--- config.mk ---
export PLATFORM = sky130hd
export DESIGN_NAME = btn_conditioner_flat
export DESIGN_NICKNAME = d
export VERILOG_FILES = /design/src/rtl/btn_if.sv /design/src/rtl/btn_conditioner.sv /design/src/flat_wrapper.sv
export SDC_FILE = /design/constraint.sdc
export NUM_CORES = 1
export LEC_CHECK = 0
export CORE_AREA = 2 2 94 96
export CTS_BUF_LIST = sky130_fd_sc_hd__clkbuf_4
export DETAILED_ROUTE_END_ITERATION = 8
export DIE_AREA = 0 0 96 98
export PLACE_DENSITY = 0.81
export SYNTH_ARGS = -nofsm -noshare
export SYNTH_HDL_FRONTEND = slang
export SYNTH_SLANG_ARGS = --single-unit
--- constraint.sdc ---
create_clock -name pixclk -period 2.8 [get_ports pixclk]
set_input_delay 0.7 -clock pixclk [delete_from_list [all_inputs] [get_ports pixclk]]
set_output_delay 0.7 -clock pixclk [all_outputs]
set_load 0.01 [all_outputs]
--- src/rtl/btn_if.sv ---
// Push-button bundle between the raw pad lines and the conditioner.
// rpt_state carries each button's repeat-FSM state (2 bits per button) for observation.
interface btn_if #(
  parameter int N_BTN = 4
);
  logic [N_BTN-1:0]   btn_raw;
  logic [N_BTN-1:0]   btn_level;
  logic [N_BTN-1:0]   btn_press;
  logic [N_BTN-1:0]   btn_move;
  logic [2*N_BTN-1:0] rpt_state;

  // No handshake: btn_raw is a free-running level; every output is a registered
  // level or single-cycle pulse with no backpressure.
  modport master (
    output btn_raw,
    input  btn_level,
    input  btn_press,
    input  btn_move,
    input  rpt_state
  );

  modport slave (
    input  btn_raw,
    output btn_level,
    output btn_press,
    output btn_move,
    output rpt_state
  );
endinterface

--- src/rtl/btn_conditioner.sv ---
// Push-button conditioner: 2-flop sync, debounce, press pulse and typematic move pulses.
// Optional auto-repeat is built only when BTN_AUTOREPEAT_EN is defined.
module btn_conditioner #(
  parameter int N_BTN           = 4,
  parameter int DEBOUNCE_CYCLES = 1_000_000,
  parameter int REPEAT_DELAY    = 20_000_000,
  parameter int REPEAT_PERIOD   = 524_288
) (
  input  logic pixclk,
  input  logic rst,
  btn_if.slave bus
);

  localparam int DW = $clog2(DEBOUNCE_CYCLES + 1);
  localparam logic [DW-1:0] D_TERM = DW'(DEBOUNCE_CYCLES - 1);

  logic [N_BTN-1:0] s1;
  logic [N_BTN-1:0] s2;
  logic [N_BTN-1:0] level;
  logic [N_BTN-1:0] press;
  logic [N_BTN-1:0] rise;
  logic [N_BTN-1:0] fall;
  logic [DW-1:0]    cnt [N_BTN];

  always_ff @(posedge pixclk) begin
    if (!rst) begin
      s1 <= '0;
      s2 <= '0;
    end else begin
      s1 <= bus.btn_raw;
      s2 <= s1;
    end
  end

  // A commit happens when the disagreement has lasted DEBOUNCE_CYCLES edges.
  always_comb begin
    rise = '0;
    fall = '0;
    for (int i = 0; i < N_BTN; i++) begin
      if ((s2[i] != level[i]) && (cnt[i] == D_TERM)) begin
        rise[i] = s2[i];
        fall[i] = ~s2[i];
      end
    end
  end

  always_ff @(posedge pixclk) begin
    if (!rst) begin
      for (int i = 0; i < N_BTN; i++) cnt[i] <= '0;
    end else begin
      for (int i = 0; i < N_BTN; i++) begin
        if (s2[i] == level[i])     cnt[i] <= '0;
        else if (cnt[i] == D_TERM) cnt[i] <= '0;
        else                       cnt[i] <= cnt[i] + DW'(1);
      end
    end
  end

  always_ff @(posedge pixclk) begin
    if (!rst) begin
      level <= '0;
      press <= '0;
    end else begin
      level <= (level | rise) & ~fall;
      press <= rise;
    end
  end

  assign bus.btn_level = level;
  assign bus.btn_press = press;

`ifdef BTN_AUTOREPEAT_EN
  localparam int RMAX = (REPEAT_DELAY > REPEAT_PERIOD) ? REPEAT_DELAY : REPEAT_PERIOD;
  localparam int RW   = $clog2(RMAX + 1);
  localparam logic [RW-1:0] RD_TERM = RW'(REPEAT_DELAY - 1);
  localparam logic [RW-1:0] RP_TERM = RW'(REPEAT_PERIOD - 1);

  typedef enum logic [1:0] {
    IDLE   = 2'd0,
    DELAY  = 2'd1,
    REPEAT = 2'd2
  } rpt_state_t;

  rpt_state_t       state_q [N_BTN];
  rpt_state_t       state_d [N_BTN];
  logic [RW-1:0]    rcnt_q  [N_BTN];
  logic [RW-1:0]    rcnt_d  [N_BTN];
  logic [N_BTN-1:0] move_d;
  logic [N_BTN-1:0] move_q;
  logic [2*N_BTN-1:0] state_flat;

  always_ff @(posedge pixclk) begin
    if (!rst) begin
      for (int i = 0; i < N_BTN; i++) begin
        state_q[i] <= IDLE;
        rcnt_q[i]  <= '0;
      end
      move_q <= '0;
    end else begin
      for (int i = 0; i < N_BTN; i++) begin
        state_q[i] <= state_d[i];
        rcnt_q[i]  <= rcnt_d[i];
      end
      move_q <= move_d;
    end
  end

  // A debounced release wins over any terminal count landing on the same edge.
  always_comb begin
    move_d = '0;
    for (int i = 0; i < N_BTN; i++) begin
      state_d[i] = state_q[i];
      rcnt_d[i]  = rcnt_q[i];
      if (fall[i]) begin
        state_d[i] = IDLE;
        rcnt_d[i]  = '0;
      end else begin
        case (state_q[i])
          IDLE: begin
            if (rise[i]) begin
              move_d[i]  = 1'b1;
              state_d[i] = DELAY;
              rcnt_d[i]  = '0;
            end
          end
          DELAY: begin
            if (rcnt_q[i] == RD_TERM) begin
              move_d[i]  = 1'b1;
              state_d[i] = REPEAT;
              rcnt_d[i]  = '0;
            end else begin
              rcnt_d[i] = rcnt_q[i] + RW'(1);
            end
          end
          REPEAT: begin
            if (rcnt_q[i] == RP_TERM) begin
              move_d[i] = 1'b1;
              rcnt_d[i] = '0;
            end else begin
              rcnt_d[i] = rcnt_q[i] + RW'(1);
            end
          end
          default: begin
            state_d[i] = IDLE;
            rcnt_d[i]  = '0;
          end
        endcase
      end
    end
  end

  always_comb begin
    state_flat = '0;
    for (int i = 0; i < N_BTN; i++) state_flat[2*i +: 2] = state_q[i];
  end

  assign bus.btn_move  = move_q;
  assign bus.rpt_state = state_flat;
`else
  assign bus.btn_move  = press;
  assign bus.rpt_state = '0;
`endif

endmodule

--- src/flat_wrapper.sv ---
// flat-port wrapper written by rule: the top's interface ports become plain ports
module btn_conditioner_flat 
#(
  parameter int N_BTN           = 4,
  parameter int DEBOUNCE_CYCLES = 1_000_000,
  parameter int REPEAT_DELAY    = 20_000_000,
  parameter int REPEAT_PERIOD   = 524_288
)
  (pixclk, rst, bus_btn_raw, bus_btn_level, bus_btn_press, bus_btn_move, bus_rpt_state);
  btn_if #(.N_BTN(N_BTN)) bus_i ();
  input  logic pixclk;
  input  logic rst;
  input wire logic [$bits(bus_i.btn_raw)-1:0] bus_btn_raw;
  output wire logic [$bits(bus_i.btn_level)-1:0] bus_btn_level;
  output wire logic [$bits(bus_i.btn_press)-1:0] bus_btn_press;
  output wire logic [$bits(bus_i.btn_move)-1:0] bus_btn_move;
  output wire logic [$bits(bus_i.rpt_state)-1:0] bus_rpt_state;
  assign bus_i.btn_raw = bus_btn_raw;
  assign bus_btn_level = bus_i.btn_level;
  assign bus_btn_press = bus_i.btn_press;
  assign bus_btn_move = bus_i.btn_move;
  assign bus_rpt_state = bus_i.rpt_state;
  btn_conditioner #(.N_BTN(N_BTN), .DEBOUNCE_CYCLES(DEBOUNCE_CYCLES), .REPEAT_DELAY(REPEAT_DELAY), .REPEAT_PERIOD(REPEAT_PERIOD)) u_core (.pixclk(pixclk), .rst(rst), .bus(bus_i));
endmodule
After elaboration in Yosys (flattened, before gate mapping)
Memories as Yosys holds them, arrays and structs flattened.
Index checks and enable logic that the tools add are counted.
Operators by class
  equality and inequality tests: 12
  reduce and logical (&&, ||, !) cells: 4
  add/subtract/negate cells: 4
  multiplexer cells: 65
  bitwise gates (word level): 19
Operators by type and width (number)
  two-way mux 20 bit: 12
  adder 20 x 1 -> 20 bit (second input constant): 4
  == test 20 bit (second input constant): 4
  two-way mux 1 bit: 53
  bitwise OR 1 bit: 12
  bitwise AND 4 bit: 1
  == test 1 bit: 4
  logical AND 1 bit: 4
  inequality test 1 bit: 4
  inverter 1 bit: 4
  inverter 4 bit: 1
  bitwise OR 4 bit: 1
Word-level totals
  memories kept: 1
  memory bits (writable): 80
  word-level logic and storage cells: 109
  output and inout port bits: 20
  input port bits: 6
  register bits: 16
Memories
  u_core.cnt: depth 4, width 20, rd ports 4, clocked after Yosys merged registers in 0, wr ports 4, line btn_conditioner.sv:23  | logic [DW-1:0] cnt [N_BTN];

Longest topological paths before layout
Gate-level depths: netlist (run 1).
An unclocked memory read counts as a cell.
  word-level depth: 8
  gate-level depth with buffers: 6
  mapped depth without buffers: 5

Least setup slack after synthesis (run 1)
OpenSTA, ideal clock, no wires.
  kind: flip-flop to flip-flop
  start: memory u_core.cnt[3][12] (netlist bit)
  end: memory u_core.cnt[3][17] (netlist bit) (data pin)
  path buffers: 1
  clock period less this slack: 2.157 ns
  stages on the path, launching flop included: 6
  library setup time: 0.264 ns
  data required time: 2.536 ns
  setup slack: 0.643 ns
  arrival time: 1.893 ns
  path through: edfxtp_1 > or4b_1 > or4_1 > o211ai_2 > buf_6 > a21oi_1
RTL lines (line)
  start, declared: btn_conditioner.sv:23

==> flow_metrics.tcl, run 1 <==
set metrics [dict create \
    core_area_um2 8466 \
    placement.io_buffers 17 \
    cts_hold_buf 0 \
    final_nets 596 \
    io_pins 26 \
    cts-buffers-inserted 9 \
    critical_path.cell_chain "or4_1 -> or4_1 -> o211ai_2 -> buf_4 -> a21oi_1" \
    hp-start "u_core.s1[2]$_SDFF_PN0_" \
    syn-cell-area_um2 5117 \
    min_to "u_core.s2[2]$_SDFF_PN0_" \
    clkTransAtPathRegs_ns 0.16 \
    antenna_cells 0 \
    crit_type "reg -> reg" \
    num_vias 3749 \
    cp.depth 5 \
    clock_latency_ns 0.44 \
    reg2reg_depth 5 \
    timing.rr.end "u_core.cnt[3][19]$_SDFFCE_PN0P_" \
    drt_first_iter_violations 167 \
    synth_top_area_share_pct 46.94 \
    min_delay_path_depth 1 \
    cp_max_fo 20 \
    start_util_pct 60.45 \
    antenna_left 0 \
    grt_max_degree 21 \
    rsz0062_at_grt "no" \
    finalCritPeriodShare_pct 83.65 \
    synth_seq_cells 96 \
    syn_avg_cell_area_um2 10.28 \
    drc 0 \
    routed_via_density 5.363 \
    wl_per_cell_um 12.96 \
    synth.area.top_cells "edfxtp_1 (47%), dfxtp_1 (6.3%), nor2_1 (5.0%)" \
    rrSetupSlack_ns 0.46 \
    cp-end-kind "flop" \
    cts.sinks 96 \
    cts_setup_buffers 0 \
    dieArea_um2 9408 \
    min_period_ns 2.342 \
    grt_overflow 0 \
    async_flop_share_pct 0 \
    htreeDepth 3 \
    r2r_start "u_core.cnt[3][13]$_SDFFCE_PN0P_" \
    nFillCells 679 \
    gp_congestion 0.8428 \
    rows 34 \
    postSynthCellCount 498 \
    p_per_area_nw_per_um2 455.4 \
    max_stage_delay_ns 0.56 \
    critPathTopFamily "simple AND/OR/NAND/NOR gates" \
    slowest_stage "or4_1" \
    final_util_pct 68.00 \
    yosysSeqAreaShare_pct 53.20 \
    hold_class "reg -> reg" \
    required_ns 2.97 \
    finalHoldViolations 0 \
    totalWireLength_um 9057 \
    grt_pass1_vias 3642 \
    synth_area_leader_cell "edfxtp_1" \
    instances_no_fill 699 \
    finalMaxSlewViolations 0 \
    drv_cap 0 \
    tns_ns 0 \
    synth_cell_types 36 \
    drive_gt1_share_pct 4.738 \
    clockBufferDepth 2 \
    cts_root_buffer "clkbuf_4" \
    fp.dieH_um 98 \
    globalRouteTotalUtil_pct 20.60 \
    path_buf_inv 1 \
    grt_antenna_before_repair 0 \
    vdd_drop_max_v 0.0002588 \
    syn_to_final_growth_pct 12.49 \
    power.leakage_uw 0.001949 \
    finalSetupViolations 0 \
    fmax_mhz 427.0 \
    yosysWarnings 0 \
    finClkSkew_ns 0.02893 \
    final_cell_mix "conb_1 (88), edfxtp_1 (80), nor2_1 (68)" \
    crit_arrival_ns 2.52 \
    synth_flop_cell "edfxtp_1" \
    dp_cells 683 \
    cts_tree "built" \
    critPathMostFrequentCell "or4_1" \
    synth_edf_count 80 \
    start_kind "flop" \
    final_common_cell "conb_1" \
    die_w_um 96 \
    hpwl_um 6539 \
    cts-resized-gates 0 \
    drt_pass1_iterations 4 \
    grt_pass1_wl_um 15500 \
    status "complete, no violations" \
]
[synth_stat cells (14+ instances only)]
master / count
buf_4: 16
xor2_1: 26
edfxtp_1: 80
nand3_1: 30
o21ai_0: 15
dfxtp_1: 16
a21oi_1: 26
clkbuf_1: 14
xnor2_1: 28
or4_1: 16
nor2_1: 68
nand4_1: 22
and2_1: 14
nand2_1: 29
[report_power, final]
group / switching, uW / total (uW) / internal [uW]
registers: 58.3 / 1660 / 1600
logic: 75.9 / 127 / 51.2
clock network: 445 / 836 / 391
total: 579 / 2620 / 2040
[through the flow]
step | cell area, um2 | worst slack (ns) | power, uW | hold slack (ns)
6_report | 5757 | 0.4579 | 2621 | 0.4509
5_1_grt | 5757 | 0.3552 | 2717 | 0.4645
4_1_cts | 5757 | 0.4694 | 2632 | 0.4518
3_5_place_dp | 5595 | 0.4854 | 1812 | 0.4203
3_3_place_gp | 5595 | 0.5316 | 1805 | 0.4158
2_1_floorplan | 5440 | 0.6427 | 1783 | 0.4119
[metal layers]
metal  up-vias  part of all wire, %  global-route usage (%)
met3        12                  2.3                   3.086
li1       1908                    -                       -
met1      1774                   47                   26.89
met2        55                   49                   34.24
met4         0                  1.6                   8.132
met5         -                    0                       0
[layout make-up]
| type | instances | area (um2) | area share (%) |
|---|---|---|---|
| inverter | 12 | 45.04 | 0.7824 |
| clock buffer | 12 | 90.09 | 1.565 |
| timing repair buffer | 23 | 215.2 | 3.738 |
| sequential | 96 | 2723 | 47.29 |
| multi-input combinational | 444 | 2477 | 43.03 |
| tap | 108 | 135.1 | 2.347 |
| clock inverter | 4 | 71.32 | 1.239 |
[registers in the layout (all words and copies together), names as in the netlist, named ones only]
name	flops
u_core.bus.btn_move	4
u_core.cnt	80
u_core.s1	4
u_core.s2	4
[worst max path at each step]
stage                                         start                              end  slack (ns)
floorplan           u_core.cnt[3][12]$_SDFFCE_PN0P_  u_core.cnt[3][17]$_SDFFCE_PN0P_        0.64
global placement    u_core.cnt[3][12]$_SDFFCE_PN0P_   u_core.cnt[3][6]$_SDFFCE_PN0P_        0.53
detailed placement  u_core.cnt[3][12]$_SDFFCE_PN0P_   u_core.cnt[3][2]$_SDFFCE_PN0P_        0.49
CTS                 u_core.cnt[3][13]$_SDFFCE_PN0P_   u_core.cnt[3][7]$_SDFFCE_PN0P_        0.47
global route        u_core.cnt[3][12]$_SDFFCE_PN0P_   u_core.cnt[3][7]$_SDFFCE_PN0P_        0.36
finish              u_core.cnt[3][13]$_SDFFCE_PN0P_  u_core.cnt[3][19]$_SDFFCE_PN0P_        0.46
[cells by family after synthesis]
group | synth area share [%]
simple gates | 25.33
flops | 53.20
other cells | 0.1468
compound gates | 6.406
buf+inv | 4.694
xor+xnor | 9.242
fa+ha+maj | 0.9780
No activity file was read; power rests on OpenSTA's default activity.
==> inputs of run 2 (changes only) <==
- CORE_AREA: 2 2 94 96 -> 2 2 99 101
- DIE_AREA: 0 0 96 98 -> 0 0 101 103
- PLACE_DENSITY: 0.81 -> 0.77
- clock period: 2.8 -> 2.06 ns (I/O delays scaled with it)
==> flow_metrics.tcl, run 2 (synthesis results as in run 1) <==
set metrics [dict create \
    min_to "u_core.s2[2]$_SDFF_PN0_" \
    clock_latency_ns 0.46 \
    finalMaxSlewViolations 0 \
    placement.io_buffers 17 \
    io_pins 26 \
    grt_overflow 0 \
    drt_pass1_iterations 5 \
    cts-buffers-inserted 9 \
    cts_hold_buf 0 \
    cts_root_buffer "clkbuf_4" \
    tns_ns -11.06 \
    globalRouteTotalUtil_pct 19.93 \
    die_w_um 101 \
    largest_reg_flops 80 \
    fp.dieH_um 103 \
    final_area_um2 6427 \
    finalSetupViolations 60 \
    drt_first_iter_violations 129 \
    hold_ws_ns 0.4592 \
    largest_register "u_core.cnt" \
    grt_pass1_vias 3853 \
    hold_class "reg -> reg" \
    gp_congestion 0.8492 \
    final_cell_mix "conb_1 (88), edfxtp_1 (80), buf_4 (51)" \
    final_common_cell "conb_1" \
    hpwl_um 7250 \
    grt_max_degree 21 \
    status "complete, but fails checks" \
    htreeDepth 3 \
    place_area_um2 6002 \
    start_kind "flop" \
    rrSetupSlack_ns -0.22 \
    antenna_cells 0 \
    drc 0 \
    max_stage_delay_ns 0.55 \
    cts.sinks 96 \
    grt_antenna_before_repair 0 \
    cts_tree "built" \
    finalHoldViolations 0 \
    instances_no_fill 761 \
    finalPower_uw 3425 \
    r2r_start "u_core.cnt[2][10]$_SDFFCE_PN0P_" \
    power.leakage_uw 0.002265 \
    slowest_stage "or4b_4" \
    start_util_pct 54.10 \
    finalCritPeriodShare_pct 110.6 \
    timing.rr.end "u_core.cnt[2][5]$_SDFFCE_PN0P_" \
    worst_slack_ns -0.2175 \
    final_nets 652 \
    critical_path.cell_chain "or4b_4 -> or4_4 -> o211ai_4 -> clkbuf_16 -> nor2_1" \
    hp-start "u_core.s1[2]$_SDFF_PN0_" \
    grt_pass1_wl_um 16520 \
    finClkSkew_ns 0.01688 \
    min_period_ns 2.278 \
    syn_to_final_growth_pct 25.60 \
    core_area_um2 9459 \
    crit_type "reg -> reg" \
    crit_arrival_ns 2.50 \
    wl_per_cell_um 13.67 \
    p_per_area_nw_per_um2 532.9 \
    vdd_drop_max_v 0.0003085 \
    reg2reg_depth 5 \
    cp-end-kind "flop" \
    dp_cells 733 \
    clockBufferDepth 2 \
    num_vias 4035 \
    min_delay_path_depth 1 \
    clkTransAtPathRegs_ns 0.14 \
    routed_via_density 5.302 \
    cp_max_fo 10 \
    antenna_left 0 \
    violations "negative setup slack" \
    drive_gt1_share_pct 20.71 \
    rows 36 \
    drv_cap 0 \
    required_ns 2.28 \
    fmax_mhz 439.1 \
    dieArea_um2 10400 \
    totalWireLength_um 10400 \
    rsz0062_at_grt "yes" \
]
[run 2: layout make-up]
class | instances | area [um2]
fillers | 709 | 3032
inverters | 12 | 45.04
clock buffers | 9 | 67.56
repair buffers | 79 | 729.5
flip-flops and latches | 96 | 2723
multi-input cells | 444 | 2673
clock inverters | 7 | 47.55
well taps | 114 | 142.6
[run 2: report_power, final]
group          switching (uW)  internal (uW)
combinational             152            128
clock                     662            246
sequential               62.1           2170
total                     876           2550
[run 2: metal layers]
| layer | part of all wire, % | vias to the layer above | wire length [um] | track usage (%) |
|---|---|---|---|---|
| met5 | 0 | - | 0 | 0 |
| met2 | 49 | 78 | 5132 | 33.85 |
| met1 | 45 | 1917 | 4719 | 24.89 |
| li1 | - | 2017 | - | - |
| met4 | 2.2 | 0 | 227 | 7.900 |
| met3 | 3.1 | 23 | 323 | 4.542 |
[run 2: per-stage QoR]
stage	utilization, %	worst slack, ns
2_1_floorplan	-	-0.07982
3_3_place_gp	63.45	-0.1090
3_5_place_dp	63.45	-0.1786
4_1_cts	65.19	-0.1881
5_1_grt	67.95	-0.2793
6_report	67.95	-0.2175
[run 2: critical path, delay by kind of cell (launching register included)]
| kind | cells | cell delay, ns |
|---|---|---|
| buffers and inverters | 1 | 0.23 |
| AO/OA/AOI/OAI | 1 | 0.30 |
| AND/OR/NAND/NOR | 3 | 1.10 |
| flip-flops | 1 | 0.41 |
[run 2: repair_timing]
| item | CTS | global route |
|---|---|---|
| endpoints found under the setup margin | 60 | 80 |
| gates cloned | 1 | 4 |
| resized for setup | 13 | 45 |
| buffers inserted | 1 | 6 |
| pin swaps | 1 | 7 |
[run 2: worst max path at each step]
| stage | from | end | slack, ns | depth (start not counted) |
|---|---|---|---|---|
| floorplan | u_core.cnt[3][12]$_SDFFCE_PN0P_ | u_core.cnt[3][17]$_SDFFCE_PN0P_ | -0.08 | 5 |
| global placement | u_core.cnt[3][6]$_SDFFCE_PN0P_ | u_core.cnt[3][19]$_SDFFCE_PN0P_ | -0.11 | 5 |
| detailed placement | u_core.cnt[1][12]$_SDFFCE_PN0P_ | u_core.cnt[1][9]$_SDFFCE_PN0P_ | -0.18 | 5 |
| CTS | u_core.cnt[3][12]$_SDFFCE_PN0P_ | u_core.cnt[3][5]$_SDFFCE_PN0P_ | -0.19 | 5 |
| global route | u_core.cnt[2][10]$_SDFFCE_PN0P_ | u_core.cnt[2][5]$_SDFFCE_PN0P_ | -0.28 | 5 |
| finish | u_core.cnt[2][10]$_SDFFCE_PN0P_ | u_core.cnt[2][5]$_SDFFCE_PN0P_ | -0.22 | 5 |
==> inputs of run 3 (changes only) <==
- ABC_AREA: default -> 1
- CORE_AREA: 2 2 99 101 -> 2 2 103 105
- DIE_AREA: 0 0 101 103 -> 0 0 105 107
- PLACE_DENSITY: 0.77 -> 0.78
==> flow_metrics.tcl, run 3 <==
set metrics [dict create \
    totalWireLength_um 10480 \
    synth_most_common_cell "nand2_1" \
    synth_area_leader_cell "edfxtp_1" \
    finalSetupViolations 0 \
    synth_edf_count 80 \
    finalCritPeriodShare_pct 96.38 \
    largest_reg_flops 80 \
    synth_cell_types 31 \
    min_delay_path_depth 2 \
    instances_no_fill 965 \
    synth_common_cells "nand2_1 (177), nor2_1 (175), edfxtp_1 (80), inv_1 (68), nand3_1 (46)" \
    hold_class "reg -> reg" \
    status "complete, no violations" \
    placement.io_buffers 17 \
    cts_hold_buf 0 \
    largest_register "u_core.cnt" \
    io_pins 26 \
    grt_pass1_vias 4338 \
    finClkSkew_ns 0.01472 \
    dp_cells 949 \
    drt_pass1_iterations 5 \
    clock_latency_ns 0.45 \
    gp_congestion 0.8720 \
    fmax_mhz 503.6 \
    rsz0062_at_grt "no" \
    die_w_um 105 \
    syn_to_final_growth_pct 12.25 \
    timing.rr.end "u_core.cnt[3][19]$_SDFFCE_PN0P_" \
    crit_arrival_ns 1.47 \
    syn-cell-area_um2 5679 \
    clockBufferDepth 2 \
    rrSetupSlack_ns 0.26 \
    tns_ns 0 \
    synth_seq_cells 96 \
    drc 0 \
    globalRouteTotalUtil_pct 19.96 \
    top_usage_layer "met2" \
    synth_flop_cell "edfxtp_1" \
    clkTransAtPathRegs_ns 0.14 \
    hpwl_um 7906 \
    antenna_left 0 \
    reg2reg_depth 6 \
    hp-start "u_core.s1[2]$_SDFF_PN0_" \
    cts-resized-gates 0 \
    cts_tree "built" \
    p_per_area_nw_per_um2 535.8 \
    core_area_um2 10090 \
    start_kind "flop" \
    drt_first_iter_violations 199 \
    yosysWarnings 0 \
    path_buf_inv 1 \
    met3_usage_pct 2.432 \
    routed_via_density 4.753 \
    cts-buffers-inserted 9 \
    drv_cap 0 \
    grt_util_met1_pct 26.63 \
    num_vias 4587 \
    cp_max_fo 4 \
    async_flop_share_pct 0 \
    htreeDepth 3 \
    min_to "u_core.s2[2]$_SDFF_PN0_" \
    finalHoldViolations 0 \
    power.leakage_uw 0.002398 \
    required_ns 1.54 \
    final_nets 834 \
    fp.dieH_um 107 \
    finalMaxSlewViolations 0 \
    cp-end-kind "output port" \
    final_common_cell "nand2_1" \
    cts_root_buffer "clkbuf_4" \
    grt_pass1_wl_um 18500 \
    critPathTopFamily "buffers and inverters" \
    slowest_stage "clkdlybuf4s50_1" \
    start_util_pct 56.27 \
    min_period_ns 1.986 \
    yosysSeqAreaShare_pct 47.94 \
    grt_antenna_before_repair 0 \
    max_stage_delay_ns 0.58 \
    nFillCells 880 \
    rows 37 \
    cts_setup_buffers 0 \
    r2r_start "u_core.cnt[3][1]$_SDFFCE_PN0P_" \
    cp.depth 1 \
    antenna_cells 0 \
    syn_avg_cell_area_um2 7.855 \
    synth.area.top_cells "edfxtp_1 (42%), nand2_1 (12%), nor2_1 (12%)" \
    met2_usage_pct 33.30 \
    wl_per_cell_um 10.85 \
    drive_gt1_share_pct 6.514 \
    crit_type "reg -> out" \
    synth_top_area_share_pct 42.30 \
    vdd_drop_max_v 0.0002965 \
    final_cell_mix "nand2_1 (177), nor2_1 (175), conb_1 (88)" \
    critical_path.cell_chain "clkdlybuf4s50_1" \
    cts.sinks 96 \
    dieArea_um2 11240 \
    grt_max_degree 21 \
    grt_overflow 0 \
    postSynthCellCount 723 \
]
-- run 3: cell count changes in the layout (fill, tap and decap cells not counted), moves of 21 or more --
cell,before,now
nand2_1,29,177
nor2_1,43,175
a21oi_1,9,30
inv_1,12,68
buf_4,51,5
-- run 3: per-stage QoR --
stage          utilization [%]  hold WS, ns  power (uW)  area, um2  worst slack, ns
6_report                 63.17       0.4249        3416       6375          0.07449
3_3_place_gp             61.98       0.3931        2510       6255          0.07762
3_5_place_dp             61.98       0.4022        2517       6255          0.05944
2_1_floorplan                -       0.3905        2465       6002           0.4491
4_1_cts                  63.17       0.4334        3437       6375          0.06914
5_1_grt                  63.17       0.4534        3565       6375          0.03134
-- run 3: cell families after synthesis --
kind of cell             synth area share (%)
flip-flops                              47.94
AO/OA/AOI/OAI                           3.591
XOR/XNOR                                6.015
other                                  0.1322
buffers and inverters                   7.116
AND/OR/NAND/NOR                         34.32
adder cells (fa/ha/maj)                0.8813
-- run 3: worst max-delay path by stage --
stage | from | endpoint | slack (ns)
CTS | flop | bus_btn_level[3] | 0.07
detailed placement | rst | u_core.cnt[3][12]$_SDFFCE_PN0P_ | 0.06
global placement | rst | u_core.cnt[3][12]$_SDFFCE_PN0P_ | 0.08
finish | flop | bus_btn_level[3] | 0.07
global route | flop | bus_btn_level[3] | 0.03
floorplan | u_core.cnt[3][0]$_SDFFCE_PN0P_ | u_core.cnt[3][11]$_SDFFCE_PN0P_ | 0.45
-- run 3: where the power goes --
group          leakage, uW  internal (uW)  total [uW]  switching [uW]
Clock            0.0000590            266         935             669
Sequential        0.000956           2180        2260            86.0
Combinational      0.00138           77.8         219             142
Total              0.00240           2520        3420             896
-- run 3: worst register-to-register path, stage by stage (launching register included) --
cell	delay [ns]
edfxtp_1	0.44
ha_1	0.29
nand3_2	0.17
nor3_2	0.19
nand3_2	0.14
nand2_4	0.25
a21oi_1	0.08
-- run 3: cell type report --
type | instances | area [um2] | share of cell area (%)
Multi-Input combinational cell | 625 | 2875 | 45.10
Tap cell | 136 | 170.2 | 2.669
Timing Repair Buffer | 23 | 227.7 | 3.572
Clock inverter | 6 | 45.04 | 0.7066
Inverter | 69 | 259.0 | 4.063
Sequential cell | 96 | 2723 | 42.71
Clock buffer | 10 | 75.07 | 1.178
-- run 3: per-layer routing --
| metal | part of all wire, % | up-vias |
|---|---|---|
| met5 | 0 | - |
| met4 | 1.4 | 0 |
| met3 | 4.0 | 15 |
| met2 | 48 | 98 |
| met1 | 46 | 2051 |
| li1 | - | 2423 |
